`src/rtl/pe_pkg.sv`:
```
`default_nettype none
// ============================================================================
// Module   : pe_pkg
// Purpose  : Shared constants, FSM state type and helpers for the PE pixel
//            dispatcher and its result writer.
// Revision : 1.0 - initial release
// ============================================================================
package pe_pkg;

    // Default configuration of the pixel dispatcher
    localparam int DEF_BINARY_OUTPUT_LEVELS = 2;
    localparam int DEF_SYNOPSE_FOLD         = 18;
    localparam int DEF_INPUT_ADDRESS        = 12;
    localparam int DEF_WEIGHT_ADDRESS       = 12;
    localparam int DEF_OUTPUT_ADDRESS       = 12;
    localparam int DEF_NUM_PIXELS           = 16;

    // Layer controller states
    typedef enum logic [2:0] {
        ST_IDLE     = 3'd0,
        ST_ISSUE    = 3'd1,
        ST_WAIT_ACK = 3'd2,
        ST_WAIT_RDY = 3'd3,
        ST_DRAIN    = 3'd4,
        ST_DONE     = 3'd5
    } state_e;

    // Width of a counter that must be able to hold the value n itself
    function automatic int cnt_width(input int n);
        return $clog2(n + 1);
    endfunction

endpackage
`default_nettype wire

```
`src/rtl/pe_result_writer.sv`:
```
`default_nettype none
// ============================================================================
// Module   : pe_result_writer
// Purpose  : Captures PE binary outputs into the activation write port.
//            Counts results, forms base+index write addresses and registers
//            one write per accepted strobe.
// Revision : 1.0 - initial release
// ============================================================================
module pe_result_writer
    import pe_pkg::*;
#(
    parameter int LEVELS     = DEF_BINARY_OUTPUT_LEVELS,
    parameter int OUT_AW     = DEF_OUTPUT_ADDRESS,
    parameter int NUM_PIXELS = DEF_NUM_PIXELS
) (
    input  logic              clk,
    input  logic              rst_n,
    input  logic              clear_i,
    input  logic              capture_en_i,
    input  logic [OUT_AW-1:0] base_addr_i,
    input  logic              valid_i,
    input  logic [LEVELS-1:0] data_i,
    output logic              we_o,
    output logic [OUT_AW-1:0] addr_o,
    output logic [LEVELS-1:0] data_o,
    output logic              all_done_o
);

    localparam int               CNT_W          = cnt_width(NUM_PIXELS);
    localparam logic [CNT_W-1:0] c_num_pixels   = CNT_W'(NUM_PIXELS);

    logic [CNT_W-1:0]  result_idx_q, result_idx_d;
    logic [OUT_AW-1:0] base_q, base_d;
    logic              we_q, we_d;
    logic [OUT_AW-1:0] addr_q, addr_d;
    logic [LEVELS-1:0] data_q, data_d;
    logic              w_accept;

    // Strobes beyond the last expected result are dropped
    assign w_accept   = capture_en_i && valid_i && (result_idx_q < c_num_pixels);
    assign all_done_o = (result_idx_q == c_num_pixels);

    // Next-state: a new layer clears the count, an accepted strobe schedules a write
    always_comb begin
        result_idx_d = result_idx_q;
        base_d       = base_q;
        we_d         = 1'b0;
        addr_d       = addr_q;
        data_d       = data_q;
        if (clear_i) begin
            result_idx_d = '0;
            base_d       = base_addr_i;
        end else if (w_accept) begin
            we_d         = 1'b1;
            addr_d       = base_q + OUT_AW'(result_idx_q);
            data_d       = data_i;
            result_idx_d = result_idx_q + CNT_W'(1);
        end
    end

    // Write-port and counter registers
    always_ff @(posedge clk or negedge rst_n) begin
        if (!rst_n) begin
            result_idx_q <= '0;
            base_q       <= '0;
            we_q         <= 1'b0;
            addr_q       <= '0;
            data_q       <= '0;
        end else begin
            result_idx_q <= result_idx_d;
            base_q       <= base_d;
            we_q         <= we_d;
            addr_q       <= addr_d;
            data_q       <= data_d;
        end
    end

    assign we_o   = we_q;
    assign addr_o = addr_q;
    assign data_o = data_q;

endmodule
`default_nettype wire

```
`src/rtl/pe_pixel_dispatcher.sv`:
```
`default_nettype none
// ============================================================================
// Module   : pe_pixel_dispatcher
// Purpose  : Layer controller for the PE pixel input. Issues one pixel pulse
//            per PE ready/ack handshake, supplies per-pixel input/weight
//            addresses, collects results and pulses done per layer.
// Revision : 1.0 - initial release
// ============================================================================
module pe_pixel_dispatcher
    import pe_pkg::*;
#(
    parameter int BINARY_OUTPUT_LEVELS = DEF_BINARY_OUTPUT_LEVELS,
    parameter int SYNOPSE_FOLD         = DEF_SYNOPSE_FOLD,
    parameter int INPUT_ADDRESS        = DEF_INPUT_ADDRESS,
    parameter int WEIGHT_ADDRESS       = DEF_WEIGHT_ADDRESS,
    parameter int OUTPUT_ADDRESS       = DEF_OUTPUT_ADDRESS,
    parameter int NUM_PIXELS           = DEF_NUM_PIXELS
) (
    input  logic                            clk,
    input  logic                            rst_n,
    input  logic                            start_i,
    input  logic [INPUT_ADDRESS-1:0]        baseInputAddress_i,
    input  logic [WEIGHT_ADDRESS-1:0]       baseWeightAddress_i,
    input  logic [OUTPUT_ADDRESS-1:0]       baseOutputAddress_i,
    input  logic                            nextPixelCanCome_i,
    input  logic                            peOutValid_i,
    input  logic [BINARY_OUTPUT_LEVELS-1:0] outputPixelOneBit_i,
    output logic                            isPixelIn_o,
    output logic [INPUT_ADDRESS-1:0]        firstInputAddress_o,
    output logic [WEIGHT_ADDRESS-1:0]       firstWeightAddress_o,
    output logic                            outWe_o,
    output logic [OUTPUT_ADDRESS-1:0]       outAddr_o,
    output logic [BINARY_OUTPUT_LEVELS-1:0] outData_o,
    output logic                            busy_o,
    output logic                            done_o
);

    localparam int                       CNT_W        = cnt_width(NUM_PIXELS);
    localparam logic [CNT_W-1:0]         c_last_idx   = CNT_W'(NUM_PIXELS - 1);
    localparam logic [INPUT_ADDRESS-1:0] c_fold       = INPUT_ADDRESS'(SYNOPSE_FOLD);

    state_e                      state_q, state_d;
    logic [CNT_W-1:0]            issue_idx_q, issue_idx_d;
    logic [INPUT_ADDRESS-1:0]    in_addr_q, in_addr_d;
    logic [WEIGHT_ADDRESS-1:0]   wt_addr_q, wt_addr_d;
    logic                        w_start_accept;
    logic                        w_acked;
    logic                        w_last_issue;
    logic                        w_results_done;

    assign w_start_accept = (state_q == ST_IDLE) && start_i;
    // PE dropping ready after a pulse is the acceptance of that pixel
    assign w_acked        = (state_q == ST_WAIT_ACK) && !nextPixelCanCome_i;
    assign w_last_issue   = (issue_idx_q == c_last_idx);

    // FSM state register
    always_ff @(posedge clk or negedge rst_n) begin
        if (!rst_n) begin
            state_q <= ST_IDLE;
        end else begin
            state_q <= state_d;
        end
    end

    // FSM next-state: issue / ack / ready handshake per pixel, then drain results
    always_comb begin
        state_d = state_q;
        case (state_q)
            ST_IDLE:     if (start_i)             state_d = ST_ISSUE;
            ST_ISSUE:    if (nextPixelCanCome_i)  state_d = ST_WAIT_ACK;
            ST_WAIT_ACK: if (!nextPixelCanCome_i) state_d = w_last_issue ? ST_DRAIN : ST_WAIT_RDY;
            ST_WAIT_RDY: if (nextPixelCanCome_i)  state_d = ST_ISSUE;
            ST_DRAIN:    if (w_results_done)      state_d = ST_DONE;
            ST_DONE:                              state_d = ST_IDLE;
            default:                              state_d = ST_IDLE;
        endcase
    end

    // FSM outputs: the pixel pulse fires in ISSUE as soon as the PE is ready
    always_comb begin
        isPixelIn_o = 1'b0;
        busy_o      = 1'b0;
        done_o      = 1'b0;
        case (state_q)
            ST_ISSUE: begin
                isPixelIn_o = nextPixelCanCome_i;
                busy_o      = 1'b1;
            end
            ST_WAIT_ACK, ST_WAIT_RDY, ST_DRAIN: busy_o = 1'b1;
            ST_DONE:                            done_o = 1'b1;
            default:                            ;
        endcase
    end

    // Address accumulator: advances by one fold when heading back into ISSUE,
    // so the address is already stable in the cycle the pulse fires
    always_comb begin
        issue_idx_d = issue_idx_q;
        in_addr_d   = in_addr_q;
        wt_addr_d   = wt_addr_q;
        if (w_start_accept) begin
            issue_idx_d = '0;
            in_addr_d   = baseInputAddress_i;
            wt_addr_d   = baseWeightAddress_i;
        end else if (w_acked) begin
            issue_idx_d = issue_idx_q + CNT_W'(1);
        end else if ((state_q == ST_WAIT_RDY) && nextPixelCanCome_i) begin
            in_addr_d   = in_addr_q + c_fold;
        end
    end

    // Issue counter and address registers
    always_ff @(posedge clk or negedge rst_n) begin
        if (!rst_n) begin
            issue_idx_q <= '0;
            in_addr_q   <= '0;
            wt_addr_q   <= '0;
        end else begin
            issue_idx_q <= issue_idx_d;
            in_addr_q   <= in_addr_d;
            wt_addr_q   <= wt_addr_d;
        end
    end

    assign firstInputAddress_o  = in_addr_q;
    assign firstWeightAddress_o = wt_addr_q;

    pe_result_writer #(
        .LEVELS     (BINARY_OUTPUT_LEVELS),
        .OUT_AW     (OUTPUT_ADDRESS),
        .NUM_PIXELS (NUM_PIXELS)
    ) u_result_writer (
        .clk          (clk),
        .rst_n        (rst_n),
        .clear_i      (w_start_accept),
        .capture_en_i (busy_o),
        .base_addr_i  (baseOutputAddress_i),
        .valid_i      (peOutValid_i),
        .data_i       (outputPixelOneBit_i),
        .we_o         (outWe_o),
        .addr_o       (outAddr_o),
        .data_o       (outData_o),
        .all_done_o   (w_results_done)
    );

endmodule
`default_nettype wire

```
`config.mk`:
```
export PLATFORM = sky130hd
export DESIGN_NAME = pe_pixel_dispatcher
export DESIGN_NICKNAME = d
export VERILOG_FILES = /design/src/rtl/pe_pkg.sv /design/src/rtl/pe_result_writer.sv /design/src/rtl/pe_pixel_dispatcher.sv
export SDC_FILE = /design/constraint.sdc
export NUM_CORES = 1
export LEC_CHECK = 0
export CAP_MARGIN = 20
export CORE_UTILIZATION = 40
export CTS_CLUSTER_SIZE = 10
export DETAILED_ROUTE_END_ITERATION = 7
export PLACE_DENSITY = 0.79
export SLEW_MARGIN = 20
export SYNTH_ARGS = -nofsm -noshare
export SYNTH_HDL_FRONTEND = slang
export SYNTH_SLANG_ARGS = --single-unit
```
`constraint.sdc`:
```
create_clock -name clk -period 2.39 [get_ports clk]
set_input_delay 0.5975 -clock clk [delete_from_list [all_inputs] [get_ports clk]]
set_output_delay 0.5975 -clock clk [all_outputs]
set_load 0.05 [all_outputs]
```
==> summary.txt, run 1 <==
CTS
  • Post_cts resized: 0
  • Worst skew pair latency: 0.34 ns
  • CTS sink count: 64
  • Clock Tree Root: clkbuf_8
  • CTS tree: done
  • Post-CTS Setup Bufs: 0
  • Clock buffers created by TritonCTS: 9
  • CTS Hold Bufs: 0
  • Clock-pin slew on the worst setup and hold paths: 0.07 ns
  • H-tree levels: 3
  • Worst-case clock buffer depth: 2

Critical path
  • Crit end category: output pin
  • Delay-heaviest family, CP: buffers and inverters
  • Setup Crit Path Kind: primary input to output pin
  • Crit start category: primary input
  • CP Cell Sequence: clkdlybuf4s50_1 > nand2_1 > nor3_1 > buf_12
  • Worst Path Arrival: 1.64 ns
  • Critical path's slowest cell: clkdlybuf4s50_1
  • Data required time at the worst endpoint: 1.79 ns
  • WP buf/inv: 2
  • Worst Path Max Fanout: 3
  • Critical path depth: 4
  • R2R cell count: 8
  • Crit path largest cell delay: 0.50 ns

Synth
  • Synth area leader: dfrtp_1
  • Post-synth cell types: 40
  • Most common cell in the netlist: nand2_1
  • Register area share after synthesis: 52.31%
  • Cells after synthesis: 336
  • Ys Warns: 0
  • Mapped Area: 3062 µm²
  • Syn_nets: 390
  • Ys async rst share: 100.0%
  • Commonest cells in the synthesized netlist: nand2_1, dfrtp_1, o21ai_0
  • Share of the synthesized area in the top cell type: 52.31%
  • Top_reg_cell synth: dfrtp_1
  • Syn Area/Cell: 9.112 µm²
  • Number of synthesized flops with an enable pin: 0
  • Largest cells by area after synthesis: dfrtp_1, nand2_1, xor2_1
  • Post-synthesis register bit count: 64

Job
  • # Max-Cap Violations: 0

Power and ir drop
  • Peak supply drop: 0.6266 mV
  • Leakage power: 1.920 nW
  • Pwr per Cell Area: 1404 nW/µm²

STA
  • Crit share post-route: 93.82%
  • TNS Setup: 0 ns
  • Clk_skew: 0.005150 ns
  • Final setup violation count: 0
  • Worst Max-Slew Pin Slew: 0.5158 ns
  • Final-report max-slew violation count: 0
  • Slew headroom: 65.51%
  • Number of hold violations in the final report: 0
  • Post-route minimum period: 2.242 ns
  • Max frequency: 446.0 MHz
  • RSZ-0062 raised after global routing: false

Detailed routing
  • Drt wl/cell: 12.88 µm
  • Vias after detailed routing: 2576
  • TritonRoute pass-1 iters: 4
  • Initial DRC Count: 94
  • Detail Route Antenna Nets: 0
  • Vias per cell: 4.897
  • DRC viols: 0
  • Drt total wl: 6.776 mm

Global routing
  • Largest net degree at the start of global routing: 65
  • GRT Overall Usage: 18.54%
  • Vias in the first global route: 2511
  • Total gr overflow: 0
  • Antenna violations before repair: 0
  • First-pass GRT wire length: 11.10 mm

Placed design
  • HPWL Detailed: 4.775 mm
  • Cell count after placement: 511
  • GP Congestion: 0.7898
  • PortBufs: 84

Floorplanning
  • Die Span Y: 89.49 µm
  • Initial cell density of the core: 41.76%
  • Full die area: 8008 µm²
  • Num ports: 85
  • # rows: 31
  • Die Width: 89.49 µm
  • Core Area: 7331 µm²

Final layout
  • Area growth syn-to-layout: 38.33%
  • Layout cells sized above 1: 7.026%
  • Nets: 477
  • Area of the multi-input gates: 1361 µm²
  • FF/Latch Area: 1602 µm²
  • Layout fillers: 656
  • N_diodes: 0
  • Layout Cells excl Fill: 526

Hold path
  • Min-delay worst type: primary input to asynchronous set/reset pin

Status
  • Status: finished clean
final timing paths:
kind,startpoint,to,slack (ns)
min in group clk,u_result_writer.addr_o[0],u_result_writer.addr_o[0],0.47
max reg2reg,u_result_writer.result_idx_q[0],u_result_writer.addr_o[6],0.33
min,rst_n,u_result_writer.addr_o[4],0.25
max,nextPixelCanCome_i,isPixelIn_o,0.15
min reg2reg,u_result_writer.addr_o[0],u_result_writer.addr_o[0],0.47
max in group asynchronous,rst_n,u_result_writer.base_q[2],1.85
flip-flops by register name, indices dropped and copies added (netlist names):
register,flops
firstInputAddress_o,12
firstWeightAddress_o,12
u_result_writer.addr_o,12
u_result_writer.base_q,12
issue_idx_q,5
u_result_writer.result_idx_q,5
state_q,3
u_result_writer.data_o,2
u_result_writer.we_o,1
cell type report:
cell class                 instances  area share, %
clock buffer                      13          4.225
clock inverter                     2         0.2954
inverter                           7         0.6204
multi-input combinational        250          32.14
sequential                        64          37.81
tap                               99          2.925
timing repair buffer              91          21.98
logic make-up (layout without fill, tap and decap cells):
| group | count (synthesis) | count (layout) | share of synthesized area [%] |
|---|---|---|---|
| adders and majority gates | 11 | 11 | 4.741 |
| buffers and inverters | 22 | 113 | 3.228 |
| DFF | 64 | 64 | 52.31 |
| muxes | 1 | 1 | 0.3269 |
| xor gates and xnor gates | 19 | 19 | 5.435 |
| AOI/OAI and AO/OA | 53 | 53 | 10.13 |
| and+or+nand+nor | 166 | 166 | 23.83 |
placed cells by master, fill, tap and decap left out, types with 4 or more instances in the layout:
| cell | count |
|---|---|
| dfrtp_1 | 64 |
| nand3_1 | 10 |
| clkbuf_8 | 13 |
| or3_1 | 4 |
| nor2_1 | 14 |
| buf_12 | 4 |
| nand2_1 | 112 |
| o21ai_0 | 31 |
| xor2_1 | 18 |
| nand4_1 | 4 |
| buf_4 | 6 |
| ha_1 | 10 |
| a21oi_1 | 5 |
| inv_1 | 6 |
| clkdlybuf4s50_1 | 80 |
power breakdown:
part	total, W	switching [W]	leakage (nW)	internal, W
Sequential	0.00198	0.000417	0.801	0.00156
Combinational	0.00309	0.00197	1.02	0.00112
Clock	0.000884	0.000402	0.0975	0.000482
Total	0.00595	0.00279	1.92	0.00316
per-layer routing:
layer  share of wire, %  global-route usage [%]  vias to the layer above
li1                   -                       -                     1299
met2                 48                   31.37                       65
met3                5.2                   6.094                       10
met4                1.5                   7.359                        0
met1                 46                   21.82                     1202
met5                  0                       0                        -
stage by stage:
| step | setup WS [ns] | hold WS (ns) | utilization, % | total power (W) | instance area, µm² |
|---|---|---|---|---|---|
| after floorplan | 0.1080 | 0.3019 | - | 0.004030 | 3062 |
| after global placement | 0.1255 | 0.4561 | 55.16 | 0.005005 | 4044 |
| after detailed placement | 0.07010 | 0.4627 | 55.16 | 0.005091 | 4044 |
| after CTS | 0.1249 | 0.2666 | 57.77 | 0.005997 | 4235 |
| after global routing | 0.08392 | 0.2875 | 57.77 | 0.006345 | 4235 |
| final | 0.1476 | 0.2519 | 57.77 | 0.005947 | 4235 |
Note: power is estimated with default switching activity, not from simulation.
==> run 2, diff against run 1 <==
- CAP_MARGIN: 20 -> 5
==> results of run 2 <==
The final DEF is identical to that of run 1; final timing and power are the same.
==> run 3, diff against run 2 <==
- SLEW_MARGIN: 20 -> unset
- clock period: 2.39 -> 2.4 ns (I/O delays scaled with it)
==> summary.txt, run 3 (synthesis gave the netlist of run 1 again) <==
CTS
  • CTS sink count: 64 (unchanged)
  • Clock buffers created by TritonCTS: 9 (unchanged)
  • Clock-pin slew on the worst setup and hold paths: 0.08 ns (was 0.07 ns)
  • CTS Hold Bufs: 0 (unchanged)
  • CTS tree: done (unchanged)
  • Post_cts resized: 0 (unchanged)
  • Clock Tree Root: clkbuf_8 (unchanged)
  • Worst-case clock buffer depth: 2 (unchanged)
  • H-tree levels: 3 (unchanged)
  • Post-CTS Setup Bufs: 0 (unchanged)
  • Worst skew pair latency: 0.34 ns (about the same)

Global routing
  • Antenna violations before repair: 0 (unchanged)
  • Grt peak-use layer: met2 (unchanged)
  • Grt met1 use: 23.05% (was 21.82%)
  • GRT Overall Usage: 19.05% (was 18.54%)
  • Total gr overflow: 0 (unchanged)
  • Vias in the first global route: 2580 (was 2511)
  • Largest net degree at the start of global routing: 37 (was 65)
  • Met2 GRT Util: 31.09% (was 31.37%)
  • Grt met3 use: 7.849% (was 6.094%)
  • First-pass GRT wire length: 11.44 mm (was 11.10 mm)

Critical path
  • R2R Path Start: u_result_writer.result_idx_q[0] (unchanged)
  • Worst Path Max Fanout: 3 (unchanged)
  • Critical path's slowest cell: clkdlybuf4s50_1 (unchanged)
  • Crit start category: primary input (unchanged)
  • Crit end category: output pin (unchanged)
  • CP Cell Sequence: clkdlybuf4s50_1 > nand2_1 > nor3_1 > buf_12 (unchanged)
  • Critical path startpoint: nextPixelCanCome_i (unchanged)
  • Setup Crit Path Kind: primary input to output pin (unchanged)
  • Crit path largest cell delay: 0.51 ns (was 0.50 ns)
  • Worst R2R Setup Slack: 0.27 ns (was 0.33 ns)
  • R2R cell count: 8 (unchanged)
  • Data required time at the worst endpoint: 1.80 ns (was 1.79 ns)
  • Worst Path Arrival: 1.65 ns (was 1.64 ns)
  • Crit path capture: isPixelIn_o (unchanged)
  • FF-to-FF End: u_result_writer.addr_o[8] (was u_result_writer.addr_o[6])

Power and ir drop
  • NetSw: 0.002824 W (was 0.002789 W)
  • Peak supply drop: 0.8744 mV (was 0.6266 mV)
  • Logic pwr share: 50.2% (was 51.9%)
  • Leakage power: 1.943 nW (was 1.920 nW)
  • Pwr per Cell Area: 1435 nW/µm² (was 1404 nW/µm²)
  • Switching share of power: 46.03% (was 46.90%)
  • Cell Int Power: 0.003311 W (was 0.003158 W)
  • Clock power frac: 17.7% (was 14.9%)
  • Reg power frac: 32.1% (was 33.2%)
  • Tot Pwr: 0.006136 W (was 0.005947 W)

STA
  • Slew headroom: 64.79% (was 65.51%)
  • RSZ-0062 raised after global routing: false (unchanged)
  • Final-report max-slew violation count: 0 (unchanged)
  • Max frequency: 443.7 MHz
  • Worst Max-Slew Pin Slew: 0.5264 ns (was 0.5158 ns)
  • Clk_skew: 0.01113 ns (was 0.005150 ns)
  • Post-route minimum period: 2.254 ns
  • Crit share post-route: 93.90%
  • Final setup violation count: 0 (unchanged)
  • TNS Setup: 0 ns (unchanged)
  • Number of hold violations in the final report: 0 (unchanged)

Hold path
  • Min-delay worst type: primary input to asynchronous set/reset pin (unchanged)

Detailed routing
  • Vias after detailed routing: 2609 (was 2576)
  • Detail Route Antenna Nets: 0 (unchanged)
  • TritonRoute pass-1 iters: 4 (unchanged)
  • Drt wl/cell: 13.07 µm (was 12.88 µm)
  • DRC viols: 0 (unchanged)
  • Drt total wl: 6.903 mm (was 6.776 mm)
  • Initial DRC Count: 138 (was 94)
  • Vias per cell: 4.941 (was 4.897)

Placed design
  • GP Congestion: 0.7883 (was 0.7898)
  • PortBufs: 84 (unchanged)
  • HPWL Detailed: 5.017 mm (was 4.775 mm)

Floorplanning
  • Full die area: 8008 µm² (unchanged)
  • # rows: 31 (unchanged)
  • Num ports: 85 (unchanged)
  • Core Area: 7331 µm² (unchanged)
  • Die Span Y: 89.49 µm (unchanged)
  • Initial cell density of the core: 41.76% (unchanged)
  • Die Width: 89.49 µm (unchanged)

Final layout
  • Most frequent cells in the layout: nand2_1, clkdlybuf4s50_1, dfrtp_1 (unchanged)
  • N_diodes: 0 (unchanged)
  • Layout cells sized above 1: 7.459% (was 7.026%)
  • Nets: 478 (was 477)
  • Area growth syn-to-layout: 39.68% (was 38.33%)
  • Most common library cell in the layout ignoring fill and taps: nand2_1 (unchanged)
  • Layout fillers: 633 (was 656)

Status
  • Status: finished clean (unchanged)

Job
  • # Max-Cap Violations: 0 (unchanged)
-- run 3: how the worst min path moves through the flow --
| stage | startpoint | end |
|---|---|---|
| 6_report | rst_n | u_result_writer.addr_o[3] |
| 5_1_grt | rst_n | u_result_writer.addr_o[3] |
| 4_1_cts | rst_n | u_result_writer.addr_o[3] |
| 3_5_place_dp | firstWeightAddress_o[1] | firstWeightAddress_o[1] |
| 3_3_place_gp | u_result_writer.data_o[0] | u_result_writer.data_o[0] |
| 2_1_floorplan | rst_n | firstInputAddress_o[0] |
-- run 3: cell type report --
type | instances | area, µm² | share of cell area, %
clock buffers | 11 | 151.4 | 3.540
flip-flops and latches | 64 | 1602 | 37.45
multi-input cells | 250 | 1361 | 31.83
inverters | 7 | 26.28 | 0.6144
well taps | 99 | 123.9 | 2.896
clock inverters | 5 | 86.33 | 2.019
repair buffers | 92 | 925.9 | 21.65
-- run 3: per-stage QoR --
step / hold slack (ns) / area, µm² / instances / util [%] / setup WS [ns]
2_1_floorplan: 0.3044 / 3062 / 336 / - / 0.1130
3_3_place_gp: 0.4558 / 4039 / 512 / 55.09 / 0.1337
3_5_place_dp: 0.4635 / 4039 / 512 / 55.09 / 0.07411
4_1_cts: 0.2288 / 4277 / 528 / 58.34 / 0.1322
5_1_grt: 0.2583 / 4277 / 528 / 58.34 / 0.07833
6_report: 0.2243 / 4277 / 528 / 58.34 / 0.1465
-- run 3: power by group through the flow --
stage | clock (W) | combinational (W) | sequential [W]
6_report | 0.00108 | 0.00308 | 0.00197
5_1_grt | 0.00116 | 0.00335 | 0.00204
4_1_cts | 0.00111 | 0.00311 | 0.00197
3_5_place_dp | 0 | 0.00310 | 0.00198
3_3_place_gp | 0 | 0.00302 | 0.00196
2_1_floorplan | 0 | 0.00107 | 0.00294
-- run 3: routing by layer --
metal  wire length, µm  vias to the layer above
met5                 0                        -
met4                97                        0
met3               419                       10
met2              3333                       83
met1              3051                     1213
li1                  -                     1303
-- run 3: critical path: cells and delay by family --
kind	cells	cell delay, ns
and+or+nand+nor	2	0.36
buffers and inverters	2	0.70
